$ cat src/rtl/switch_egress_arbiter_if.sv
// Egress arbiter bus: port FIFO pop side and
// the shared egress valid/ready link.
interface switch_egress_arbiter_if #(
  parameter int NUM_OF_PORTS = 4,
  parameter int WORD_WIDTH   = 8
);
  localparam int PW = $clog2(NUM_OF_PORTS);

  logic [NUM_OF_PORTS-1:0] port_ready;
  logic [WORD_WIDTH-1:0]   port_out [NUM_OF_PORTS];
  logic [NUM_OF_PORTS-1:0] port_read;
  logic [WORD_WIDTH-1:0]   egr_data;
  logic                    egr_valid;
  logic                    egr_ready;
  logic [PW-1:0]           grant_id;
  logic                    busy;

  modport master (
    input  port_ready,
    input  port_out,
    input  egr_ready,
    output port_read,
    output egr_data,
    output egr_valid,
    output grant_id,
    output busy
  );

  modport slave (
    output port_ready,
    output port_out,
    output egr_ready,
    input  port_read,
    input  egr_data,
    input  egr_valid,
    input  grant_id,
    input  busy
  );
endinterface

$ cat src/rtl/switch_egress_arbiter.sv
// Round-robin egress scheduler: pops port FIFOs
// one word at a time into a registered egress stage.
module switch_egress_arbiter #(
  parameter int NUM_OF_PORTS = 4,
  parameter int WORD_WIDTH   = 8,
  parameter int MAX_BURST    = 4
) (
  input logic clk,
  input logic rst_n,
  switch_egress_arbiter_if.master bus
);
  localparam int PW = $clog2(NUM_OF_PORTS);
  localparam int BW = $clog2(MAX_BURST + 1);

  typedef enum logic [1:0] {
    IDLE, ISSUE, CAPTURE, DRAIN
  } state_t;

  state_t                state;
  state_t                state_nxt;
  logic [PW-1:0]         grant_id;
  logic [PW-1:0]         last_grant;
  logic [PW-1:0]         pick;
  logic [PW:0]           sum;
  logic [BW-1:0]         burst_cnt;
  logic [WORD_WIDTH-1:0] egr_data;
  logic                  egr_valid;
  logic                  any_req;
  logic                  found;
  logic                  hs;
  logic                  more;

  assign any_req = |bus.port_ready;
  assign hs      = egr_valid & bus.egr_ready;
  assign more    = (burst_cnt < BW'(MAX_BURST))
                 & bus.port_ready[grant_id];

  // Round-robin search starting after the last grant
  always_comb begin
    pick  = '0;
    found = 1'b0;
    sum   = '0;
    for (int i = 1; i <= NUM_OF_PORTS; i++) begin
      sum = {1'b0, last_grant} + (PW+1)'(i);
      if (sum >= (PW+1)'(NUM_OF_PORTS))
        sum = sum - (PW+1)'(NUM_OF_PORTS);
      if (!found && bus.port_ready[sum[PW-1:0]]) begin
        found = 1'b1;
        pick  = sum[PW-1:0];
      end
    end
  end

  // State register
  always_ff @(posedge clk or negedge rst_n) begin
    if (!rst_n) state <= IDLE;
    else        state <= state_nxt;
  end

  // Next-state logic
  always_comb begin
    state_nxt = state;
    unique case (state)
      IDLE:    if (any_req) state_nxt = ISSUE;
      ISSUE:   state_nxt = CAPTURE;
      CAPTURE: state_nxt = DRAIN;
      DRAIN:   if (hs) state_nxt = more ? ISSUE : IDLE;
      default: state_nxt = IDLE;
    endcase
  end

  // Grant, burst count and egress register updates
  always_ff @(posedge clk or negedge rst_n) begin
    if (!rst_n) begin
      grant_id   <= '0;
      last_grant <= PW'(NUM_OF_PORTS - 1);
      burst_cnt  <= '0;
      egr_data   <= '0;
      egr_valid  <= 1'b0;
    end else begin
      unique case (state)
        IDLE: if (any_req) begin
          grant_id  <= pick;
          burst_cnt <= '0;
        end
        CAPTURE: begin
          egr_data  <= bus.port_out[grant_id];
          egr_valid <= 1'b1;
          burst_cnt <= burst_cnt + 1'b1;
        end
        DRAIN: if (hs) begin
          egr_valid <= 1'b0;
          if (!more) last_grant <= grant_id;
        end
        default: ;
      endcase
    end
  end

  // Pop strobe decoded from flops only
  always_comb begin
    bus.port_read = '0;
    if (state == ISSUE)
      bus.port_read[grant_id] = 1'b1;
    bus.busy = (state != IDLE);
  end

  assign bus.egr_data  = egr_data;
  assign bus.egr_valid = egr_valid;
  assign bus.grant_id  = grant_id;
endmodule

$ cat src/flat_wrapper.sv
// flat-port wrapper written by rule: the top's interface ports become plain ports
module switch_egress_arbiter_flat 
#(
  parameter int NUM_OF_PORTS = 4,
  parameter int WORD_WIDTH   = 8,
  parameter int MAX_BURST    = 4
)
  (clk, rst_n, bus_port_ready, bus_port_out, bus_egr_ready, bus_port_read, bus_egr_data, bus_egr_valid, bus_grant_id, bus_busy);
  switch_egress_arbiter_if #(.NUM_OF_PORTS(NUM_OF_PORTS), .WORD_WIDTH(WORD_WIDTH)) bus_i ();
  input logic clk;
  input logic rst_n;
  input wire logic [$bits(bus_i.port_ready)-1:0] bus_port_ready;
  input wire logic [$bits(bus_i.port_out)-1:0] bus_port_out;
  input wire logic [$bits(bus_i.egr_ready)-1:0] bus_egr_ready;
  output wire logic [$bits(bus_i.port_read)-1:0] bus_port_read;
  output wire logic [$bits(bus_i.egr_data)-1:0] bus_egr_data;
  output wire logic [$bits(bus_i.egr_valid)-1:0] bus_egr_valid;
  output wire logic [$bits(bus_i.grant_id)-1:0] bus_grant_id;
  output wire logic [$bits(bus_i.busy)-1:0] bus_busy;
  assign bus_i.port_ready = bus_port_ready;
  assign bus_i.port_out = {>>{bus_port_out}};
  assign bus_i.egr_ready = bus_egr_ready;
  assign bus_port_read = bus_i.port_read;
  assign bus_egr_data = bus_i.egr_data;
  assign bus_egr_valid = bus_i.egr_valid;
  assign bus_grant_id = bus_i.grant_id;
  assign bus_busy = bus_i.busy;
  switch_egress_arbiter #(.NUM_OF_PORTS(NUM_OF_PORTS), .WORD_WIDTH(WORD_WIDTH), .MAX_BURST(MAX_BURST)) u_core (.clk(clk), .rst_n(rst_n), .bus(bus_i));
endmodule
$ cat config.mk
export PLATFORM = sky130hd
export DESIGN_NAME = switch_egress_arbiter_flat
export DESIGN_NICKNAME = d
export VERILOG_FILES = /design/src/rtl/switch_egress_arbiter_if.sv /design/src/rtl/switch_egress_arbiter.sv /design/src/flat_wrapper.sv
export SDC_FILE = /design/constraint.sdc
export NUM_CORES = 1
export LEC_CHECK = 0
export CAP_MARGIN = 10
export CORE_MARGIN = 1.5
export CORE_UTILIZATION = 30
export DETAILED_ROUTE_END_ITERATION = 10
export GPL_ROUTABILITY_DRIVEN = 0
export MAX_ROUTING_LAYER = met4
export PLACE_DENSITY = 0.72
export SLEW_MARGIN = 5
export SYNTH_ARGS = -nofsm -noshare
export SYNTH_HDL_FRONTEND = slang
export SYNTH_SLANG_ARGS = --single-unit
export TNS_END_PERCENT = 30
$ cat constraint.sdc
create_clock -name clk -period 2.1 [get_ports clk]
set_input_delay 0.315 -clock clk [delete_from_list [all_inputs] [get_ports clk]]
set_output_delay 0.315 -clock clk [all_outputs]
set_load 0.02 [all_outputs]
==> impl_metrics.json, run 1 <==
{
  "fmaxAchievable_mhz": 511,
  "synth_edf_count": 0,
  "timing.critical_path.to_type": "output port",
  "core.rowCount": 23,
  "crit_arrival_ps": 1640,
  "synth_compound_area_share_pct": 11.3,
  "required_ps": 1780,
  "preCtsSetupSlack_ps": 143,
  "die_w_um": 67.3,
  "netlist-cell-type-count": 31,
  "area_growth_syn_to_layout_pct": 55.7,
  "setup_viol": 0,
  "fin_nets": 216,
  "first_iter_violations": 43,
  "placement.io_buffers": 54,
  "detail_route.wirelength_um": 3240,
  "netlist_area_pre_place_sq_um": 1240,
  "crit_path_max_fanout": 13,
  "synth_xor_area_share_pct": 0.706,
  "power_per_cell_area_nw_per_um2": 1320,
  "grt_max_degree": 19,
  "clock_sinks": 18,
  "multi_input_logic_area_sq_um": 722,
  "syn-num-nets": 156,
  "final_antenna_violating_net_count": 0,
  "drc": 0,
  "via_per_inst": 4.89,
  "final.fill_count": 349,
  "wl_per_cell_um": 14.7,
  "cp_num_cells": 1,
  "cpPeakStageDelay_ps": 710,
  "diodes": 0,
  "flops_latches_synth": 18,
  "rsz0062_at_grt": "no",
  "report.final.hold_viol_count": 0,
  "clock_latency_ps": 260,
  "criticalPathCategory": "flop to output port",
  "number_of_cts_inserted_buffers": 3,
  "final_period_minus_worst_setup_slack_ps": 1960,
  "worstHoldPathType": "input pin to asynchronous set/reset pin",
  "cp.buffers_inverters": 1,
  "layout.cells.most_common": "clkdlybuf4s50_1",
  "start_util_pct": 31.0,
  "ys_async_sr_fraction_pct": 100,
  "slew_headroom_pct": 65.2,
  "final_critical_path_setup_slack_ps": 141,
  "worst_r2r_endpoint": "u_core.state[0]",
  "antenna_found_initial": 0,
  "finalPower_uw": 2550,
  "postSynth.topFlopCell": "dfrtp_1",
  "rr_worst_depth": 4,
  "timing.clock.skew_ps": 2.92,
  "ir_drop_v": 0.000760,
  "first_pass_grt_wire_length_um": 5350,
  "fp.coreArea_sq_um": 4000,
  "mostFrequentLayoutCells": "clkdlybuf4s50_1, dfrtp_1, mux2_2",
  "holdBufCountCts": 0,
  "first_global_vias": 1167,
  "regToRegStartpoint": "u_core.bus.grant_id[1]",
  "sequential_cell_area_in_the_final_layout_sq_um": 454,
  "detailedRoute.firstPassIterationCount": 4,
  "clock_root_buffer": "clkbuf_8",
  "fp.dieArea_sq_um": 4530,
  "hold_ws_ps": 389,
  "muxShareOfSynthArea_pct": 26.8,
  "ys_warn_count": 0,
  "timing.setup.tns_ps": 0,
  "critical_path_cell_list": "clkdlybuf4s50_1",
  "cts_max_path_buffers": 2,
  "post_synth.cell_area_avg_sq_um": 11.2,
  "cts_setup_buffers": 0,
  "reg2reg_setup_slack_ps": 250,
  "groute.usage.overall_pct": 16.2,
  "fp.dieH_um": 67.3,
  "slowest_stage": "clkdlybuf4s50_1",
  "synth_fa_ha_area_share_pct": 6.05,
  "synth_seq_area_share_pct": 36.5,
  "io_pins": 55,
  "report.final.slew_viol_count": 0,
  "synth-simple-area-share_pct": 13.3,
  "synthCells": 111,
  "max_cap_viol_count": 0,
  "worst_setup_path_start_kind": "flop",
  "ctsHtreeMaxLevel": 1,
  "outcome": "complete, no violations",
  "grt.overflow.total": 0,
  "leakagePower_uw": 0.000835,
  "timing.final.crit_share_pct": 93.3,
  "critical_path.top_delay_family": "buffers and inverters",
  "place_hpwl_um": 2630,
  "cts_tree": "built",
  "path_clk_slew_ps": 70,
  "largest_family_of_logic_cells_by_synthesized_area": "multiplexers",
  "final_layout_size_suffix_gt1_share_pct": 21.8,
  "worstMarginPinSlew_ps": 522,
  "vias": 1076
}
[worst max path at each step]
| stage | from | to |
|---|---|---|
| 2_1_floorplan | u_core.state[0] | u_core.bus.egr_data[0] |
| 6_report | u_core.bus.grant_id[1] | bus_grant_id[1] |
| 3_5_place_dp | bus_port_ready[3] | u_core.state[0] |
| 4_1_cts | u_core.state[1] | bus_port_read[1] |
| 5_1_grt | u_core.bus.grant_id[1] | bus_grant_id[1] |
| 3_3_place_gp | bus_port_ready[3] | u_core.state[0] |
[routing by layer]
layer  up-vias  part of all wire, %  global-route usage, %
met5         -                    0                      -
met4         0                  2.6                   7.14
met3         7                  4.4                   2.50
met2        25                   49                   28.3
met1       518                   44                   18.3
li1        526                    -                      -
[cell usage after synthesis, types with 2 or more instances]
library cell,number,share of area (%)
dfrtp_1,16,32
mux2_2,10,9.1
a21oi_1,8,3.2
mux4_2,8,15
nor2_1,8,2.4
inv_1,7,2.1
ha_1,6,6.1
nand2_1,6,1.8
nand2b_1,5,2.5
mux2i_1,4,3.2
o21ai_0,4,1.6
o22ai_1,4,2.0
clkbuf_1,3,0.91
nand3_1,3,1.2
buf_6,2,1.8
dfstp_2,2,4.2
[flip-flops by register name, indices dropped and copies added, names as in the netlist]
signal                count
u_core.bus.egr_data       8
u_core.bus.grant_id       2
u_core.state              2
u_core.last_grant         2
u_core.bus.egr_valid      1
u_core.burst_cnt          3
[cell families after synthesis]
group,after synthesis
xor+xnor,1
simple gates,29
flops,18
compound gates,22
buf+inv,13
mux,22
fa+ha+maj,6
[metrics by stage]
step / utilization (%) / instances / area (sq um)
after global placement: 46.7 / 216 / 1870
final: 48.3 / 220 / 1930
after detailed placement: 46.7 / 216 / 1870
after CTS: 48.1 / 220 / 1920
after floorplan: - / 111 / 1240
after global routing: 48.3 / 220 / 1930
[area by class of cell]
| type | instances | area share (%) |
|---|---|---|
| clock buffer | 4 | 2.85 |
| inverter | 7 | 1.36 |
| multi-input combinational | 80 | 37.4 |
| sequential | 18 | 23.5 |
| tap | 50 | 3.24 |
| timing repair buffer | 61 | 31.6 |
[what timing repair did]
| action | in CTS | in global routing |
|---|---|---|
| pin swaps | 0 | 0 |
| endpoints found under the setup margin | 3 | 3 |
| gates resized for setup | 3 | 3 |
[power by group]
group / internal, uW / switching, uW
combinational: 867 / 664
clock: 167 / 118
sequential: 533 / 203
(Power assumes the default switching activity.)
==> run 2, diff against run 1 <==
- CORE_ASPECT_RATIO: default -> 0.5
- clock period: 2.1 -> 2.45 ns (I/O delays scaled with it)
==> impl_metrics.json, run 2 (same netlist as run 1, synthesis figures left out) <==
{
  "timing.setup.tns_ps": 0,
  "cp.buffers_inverters": 3,
  "leakagePower_uw": 0.000762,
  "criticalPathCategory": "flop to output port",
  "worst_setup_path_start_kind": "flop",
  "slew_headroom_pct": 66.3,
  "timing.final.crit_share_pct": 91.2,
  "drc": 0,
  "placement.io_buffers": 54,
  "final_period_minus_worst_setup_slack_ps": 2230,
  "cts_tree": "built",
  "clock_latency_ps": 250,
  "largest_register": "u_core.bus.egr_data",
  "fin_nets": 213,
  "worst_r2r_endpoint": "u_core.state[0]",
  "crit_arrival_ps": 1870,
  "cts_max_path_buffers": 2,
  "reg_top3": "u_core.bus.egr_data x8, u_core.burst_cnt x3",
  "vias": 1059,
  "setup_viol": 0,
  "worstMarginPinSlew_ps": 506,
  "largest_reg_flops": 8,
  "reg2reg_setup_slack_ps": 600,
  "report.final.hold_viol_count": 0,
  "clock_sinks": 18,
  "critical-path-top-cell-by-count": "inv_1",
  "hold_ws_ps": 447,
  "start_util_pct": 31.6,
  "swShare_pct": 38.9,
  "stdcell_area_sq_um": 1880,
  "power_per_cell_area_nw_per_um2": 1110,
  "required_ps": 2080,
  "worstHoldPathType": "input pin to asynchronous set/reset pin",
  "grt.overflow.total": 0,
  "via_per_inst": 4.81,
  "ir_drop_v": 0.000273,
  "slowest_stage": "clkdlybuf4s50_1",
  "groute.usage.overall_pct": 13.8,
  "mostFrequentLayoutCells": "clkdlybuf4s50_1, dfrtp_1, mux2_2",
  "combinationalPowerShare_pct": 59.7,
  "die_w_um": 93.9,
  "rr_worst_depth": 5,
  "core.rowCount": 16,
  "power_switching_uw": 810,
  "fmaxAchievable_mhz": 448,
  "critical_path_cell_list": "inv_1 > ha_1 > inv_1 > clkdlybuf4s50_1",
  "cpPeakStageDelay_ps": 610,
  "path_clk_slew_ps": 60,
  "timing.critical_path.to_type": "output port",
  "p_int_uw": 1270,
  "fp.coreArea_sq_um": 3920,
  "antenna_found_initial": 0,
  "first_global_vias": 1021,
  "detailedRoute.firstPassIterationCount": 4,
  "ctsHtreeMaxLevel": 1,
  "final_util_pct": 47.9,
  "fp.dieH_um": 48.5,
  "detailed_place.area_sq_um": 1840,
  "critical_path.top_delay_family": "buffers and inverters",
  "holdBufCountCts": 0,
  "regToRegStartpoint": "u_core.state[0]",
  "area_growth_syn_to_layout_pct": 51.7,
  "clockPowerShare_pct": 9.8,
  "io_pins": 55,
  "outcome": "complete, no violations",
  "rsz0062_at_grt": "no",
  "timing.clock.skew_ps": 2.51,
  "number_of_cts_inserted_buffers": 3,
  "max_cap_viol_count": 0,
  "diodes": 0,
  "cts_setup_buffers": 0,
  "first_pass_grt_wire_length_um": 4800,
  "pwr-share-seq_pct": 30.5,
  "grt_max_degree": 19,
  "ctsResizeCount": 0,
  "final.fill_count": 373,
  "finalPower_uw": 2080,
  "place_hpwl_um": 2330,
  "final_layout_size_suffix_gt1_share_pct": 19.3,
  "detail_route.wirelength_um": 2870,
  "wl_per_cell_um": 13.1,
  "fp.dieArea_sq_um": 4550,
  "crit_path_max_fanout": 8,
  "final_antenna_violating_net_count": 0,
  "clock_root_buffer": "clkbuf_8",
  "layout.cells.most_common": "clkdlybuf4s50_1",
  "first_iter_violations": 31,
  "report.final.slew_viol_count": 0
}
-- run 2: cell types whose count changed in the layout (fill, tap and decap cells not counted), sizes merged --
cell	delta
clkdlybuf4s50	+5
buf	-3
dlygate4sd2	-2
dlymetal6s2s	-3
clkbuf	-1
-- run 2: stage by stage --
step | setup WS, ps | instances
4_1_cts | 201 | 220
3_3_place_gp | 439 | 217
2_1_floorplan | 737 | 111
3_5_place_dp | 387 | 217
5_1_grt | 96.7 | 220
6_report | 216 | 220
-- run 2: worst max path at each step --
stage	startpoint	to	cells after the start	slack, ps
floorplan	u_core.bus.grant_id[1]	bus_port_read[0]	3	740
global placement	bus_port_ready[3]	u_core.state[0]	5	440
detailed placement	bus_port_ready[1]	u_core.state[0]	5	390
CTS	u_core.state[0]	bus_busy	4	200
global route	u_core.state[0]	bus_busy	4	100
finish	u_core.state[0]	bus_busy	4	220
-- run 2: metal layers --
metal | share of wire [%] | vias up | global-route usage (%)
li1 | - | 518 | -
met1 | 44 | 523 | 17.5
met2 | 52 | 14 | 23.2
met3 | 3.5 | 4 | 3.14
met4 | 0.52 | 0 | 2.24
met5 | 0 | - | -
-- run 2: cell type report --
type	instances	area, sq um	area share, %
Multi-Input combinational cell	80	722	38.4
Timing Repair Buffer	58	571	30.3
Sequential cell	18	453	24.1
Tap cell	54	67.6	3.59
Clock buffer	3	41.3	2.20
Inverter	7	26.3	1.40
-- run 2: power by group through the flow --
stage	Combinational [uW]	Clock, uW	Sequential [uW]
final	1240	204	637
after global routing	1360	226	670
after CTS	1260	213	640
after detailed placement	1260	0	645
after global placement	1230	0	639
after floorplan	784	0	674
==> run 3, diff against run 2 <==
- RECOVER_POWER: default -> 25
==> impl_metrics.json, run 3 (same netlist as run 1, synthesis figures left out) <==
{
  "clock_sinks": 18,
  "core.rowCount": 16,
  "cts_tree": "built",
  "vias": 1060,
  "ir_drop_v": 0.000273,
  "power_per_cell_area_nw_per_um2": 1110,
  "drc": 0,
  "die_w_um": 93.9,
  "cp.buffers_inverters": 3,
  "report.final.slew_viol_count": 0,
  "place_hpwl_um": 2330,
  "fp.dieH_um": 48.5,
  "slew_headroom_pct": 33.0,
  "clock_latency_ps": 250,
  "detailedRoute.firstPassIterationCount": 4,
  "setup_viol": 0,
  "report.final.hold_viol_count": 0,
  "worstMarginPinSlew_ps": 1010,
  "io_pins": 55,
  "largest_reg_flops": 8,
  "ctsHtreeMaxLevel": 1,
  "final_antenna_violating_net_count": 0,
  "first_iter_violations": 31,
  "cpPeakStageDelay_ps": 610,
  "criticalPathCategory": "flop to output port",
  "reg_top3": "u_core.bus.egr_data x8, u_core.burst_cnt x3",
  "cts_max_path_buffers": 2,
  "via_per_inst": 4.82,
  "multi_input_logic_area_sq_um": 722,
  "first_pass_grt_wire_length_um": 4800,
  "fp.dieArea_sq_um": 4550,
  "largest_register": "u_core.bus.egr_data",
  "final_period_minus_worst_setup_slack_ps": 2230,
  "wl_per_cell_um": 13.1,
  "ctsResizeCount": 0,
  "preCtsSetupSlack_ps": 387,
  "clock_root_buffer": "clkbuf_8",
  "critical-path-top-cell-by-count": "inv_1",
  "worst_setup_path_start_kind": "flop",
  "timing.final.crit_share_pct": 91.2,
  "groute.usage.overall_pct": 13.8,
  "final.fill_count": 375,
  "crit_path_max_fanout": 8,
  "outcome": "complete, no violations",
  "area_growth_syn_to_layout_pct": 51.4,
  "first_global_vias": 1021,
  "detail_route.wirelength_um": 2870,
  "timing.clock.skew_ps": 2.51,
  "final_layout_size_suffix_gt1_share_pct": 18.7,
  "fp.coreArea_sq_um": 3920,
  "holdBufCountCts": 0,
  "critical_path.top_delay_family": "buffers and inverters",
  "cts_setup_buffers": 0,
  "layout.cells.most_common": "clkdlybuf4s50_1",
  "critical_path_cell_list": "inv_1 > ha_1 > inv_1 > clkdlybuf4s50_1",
  "crit_arrival_ps": 1870,
  "mostFrequentLayoutCells": "clkdlybuf4s50_1, dfrtp_1, mux2_2",
  "fin_nets": 213,
  "timing.critical_path.to_type": "output port",
  "start_util_pct": 31.6,
  "antenna_found_initial": 0,
  "final_critical_path_setup_slack_ps": 216,
  "slowest_stage": "clkdlybuf4s50_1",
  "required_ps": 2080,
  "sequential_cell_area_in_the_final_layout_sq_um": 453,
  "timing.setup.tns_ps": 0,
  "hold_ws_ps": 505,
  "path_clk_slew_ps": 60,
  "rsz0062_at_grt": "no",
  "fmaxAchievable_mhz": 448,
  "placement.io_buffers": 54,
  "worstHoldPathType": "flop to flop",
  "grt_max_degree": 19,
  "max_cap_viol_count": 0,
  "diodes": 0,
  "number_of_cts_inserted_buffers": 3,
  "leakagePower_uw": 0.000759,
  "grt.overflow.total": 0
}
[run 3: cell types whose count changed in the layout (fill, tap and decap cells not counted), sizes merged]
cell / previous run / this run
clkbuf: 3 / 4
dlygate4sd3: 0 / 1
clkdlybuf4s50: 54 / 53
buf: 4 / 3
[run 3: layer usage]
metal | up-vias | part of all wire (%) | global-route usage, % | wire (um)
met5 | - | 0 | - | 0
met1 | 524 | 44 | 17.5 | 1260
met4 | 0 | 0.52 | 2.24 | 15
met2 | 14 | 52 | 23.2 | 1500
li1 | 518 | - | - | -
met3 | 4 | 3.5 | 3.14 | 102
[run 3: worst paths after layout]
path | start | end | slack [ps] | cells after the start
max | u_core.state[0] | bus_busy | 220 | 4
min | u_core.bus.egr_data[7] | u_core.bus.egr_data[7] | 500 | 1
max reg2reg | u_core.state[0] | u_core.state[0] | 600 | 5
min reg2reg | u_core.bus.egr_data[7] | u_core.bus.egr_data[7] | 500 | 1
max in group asynchronous | rst_n | u_core.bus.egr_valid | 1050 | 2
min in group asynchronous | rst_n | u_core.bus.egr_data[6] | 800 | 2
[run 3: worst register-to-register path, stage by stage, from the launching register on]
cell and delay (ps):
dfrtp_1 460, inv_1 120, ha_1 310, and2_4 190, or4_1 520, o221a_2 130
[run 3: power breakdown]
| group | total (uW) | switching (uW) | internal [uW] |
|---|---|---|---|
| combinational | 1240 | 534 | 708 |
| clock | 204 | 94.7 | 109 |
| sequential | 636 | 181 | 455 |
| total | 2080 | 810 | 1270 |
[run 3: cell type report]
type | instances | area share (%)
well taps | 54 | 3.60
repair buffers | 58 | 30.2
inverters | 7 | 1.40
multi-input cells | 80 | 38.5
clock buffers | 3 | 2.20
flip-flops and latches | 18 | 24.1
[run 3: per-stage QoR]
stage | total power, uW | area (sq um) | cells | utilization (%)
floorplan | 1460 | 1240 | 111 | -
global placement | 1870 | 1840 | 217 | 46.9
detailed placement | 1900 | 1840 | 217 | 46.9
CTS | 2110 | 1880 | 220 | 47.9
global route | 2250 | 1880 | 220 | 47.8
finish | 2080 | 1880 | 220 | 47.8
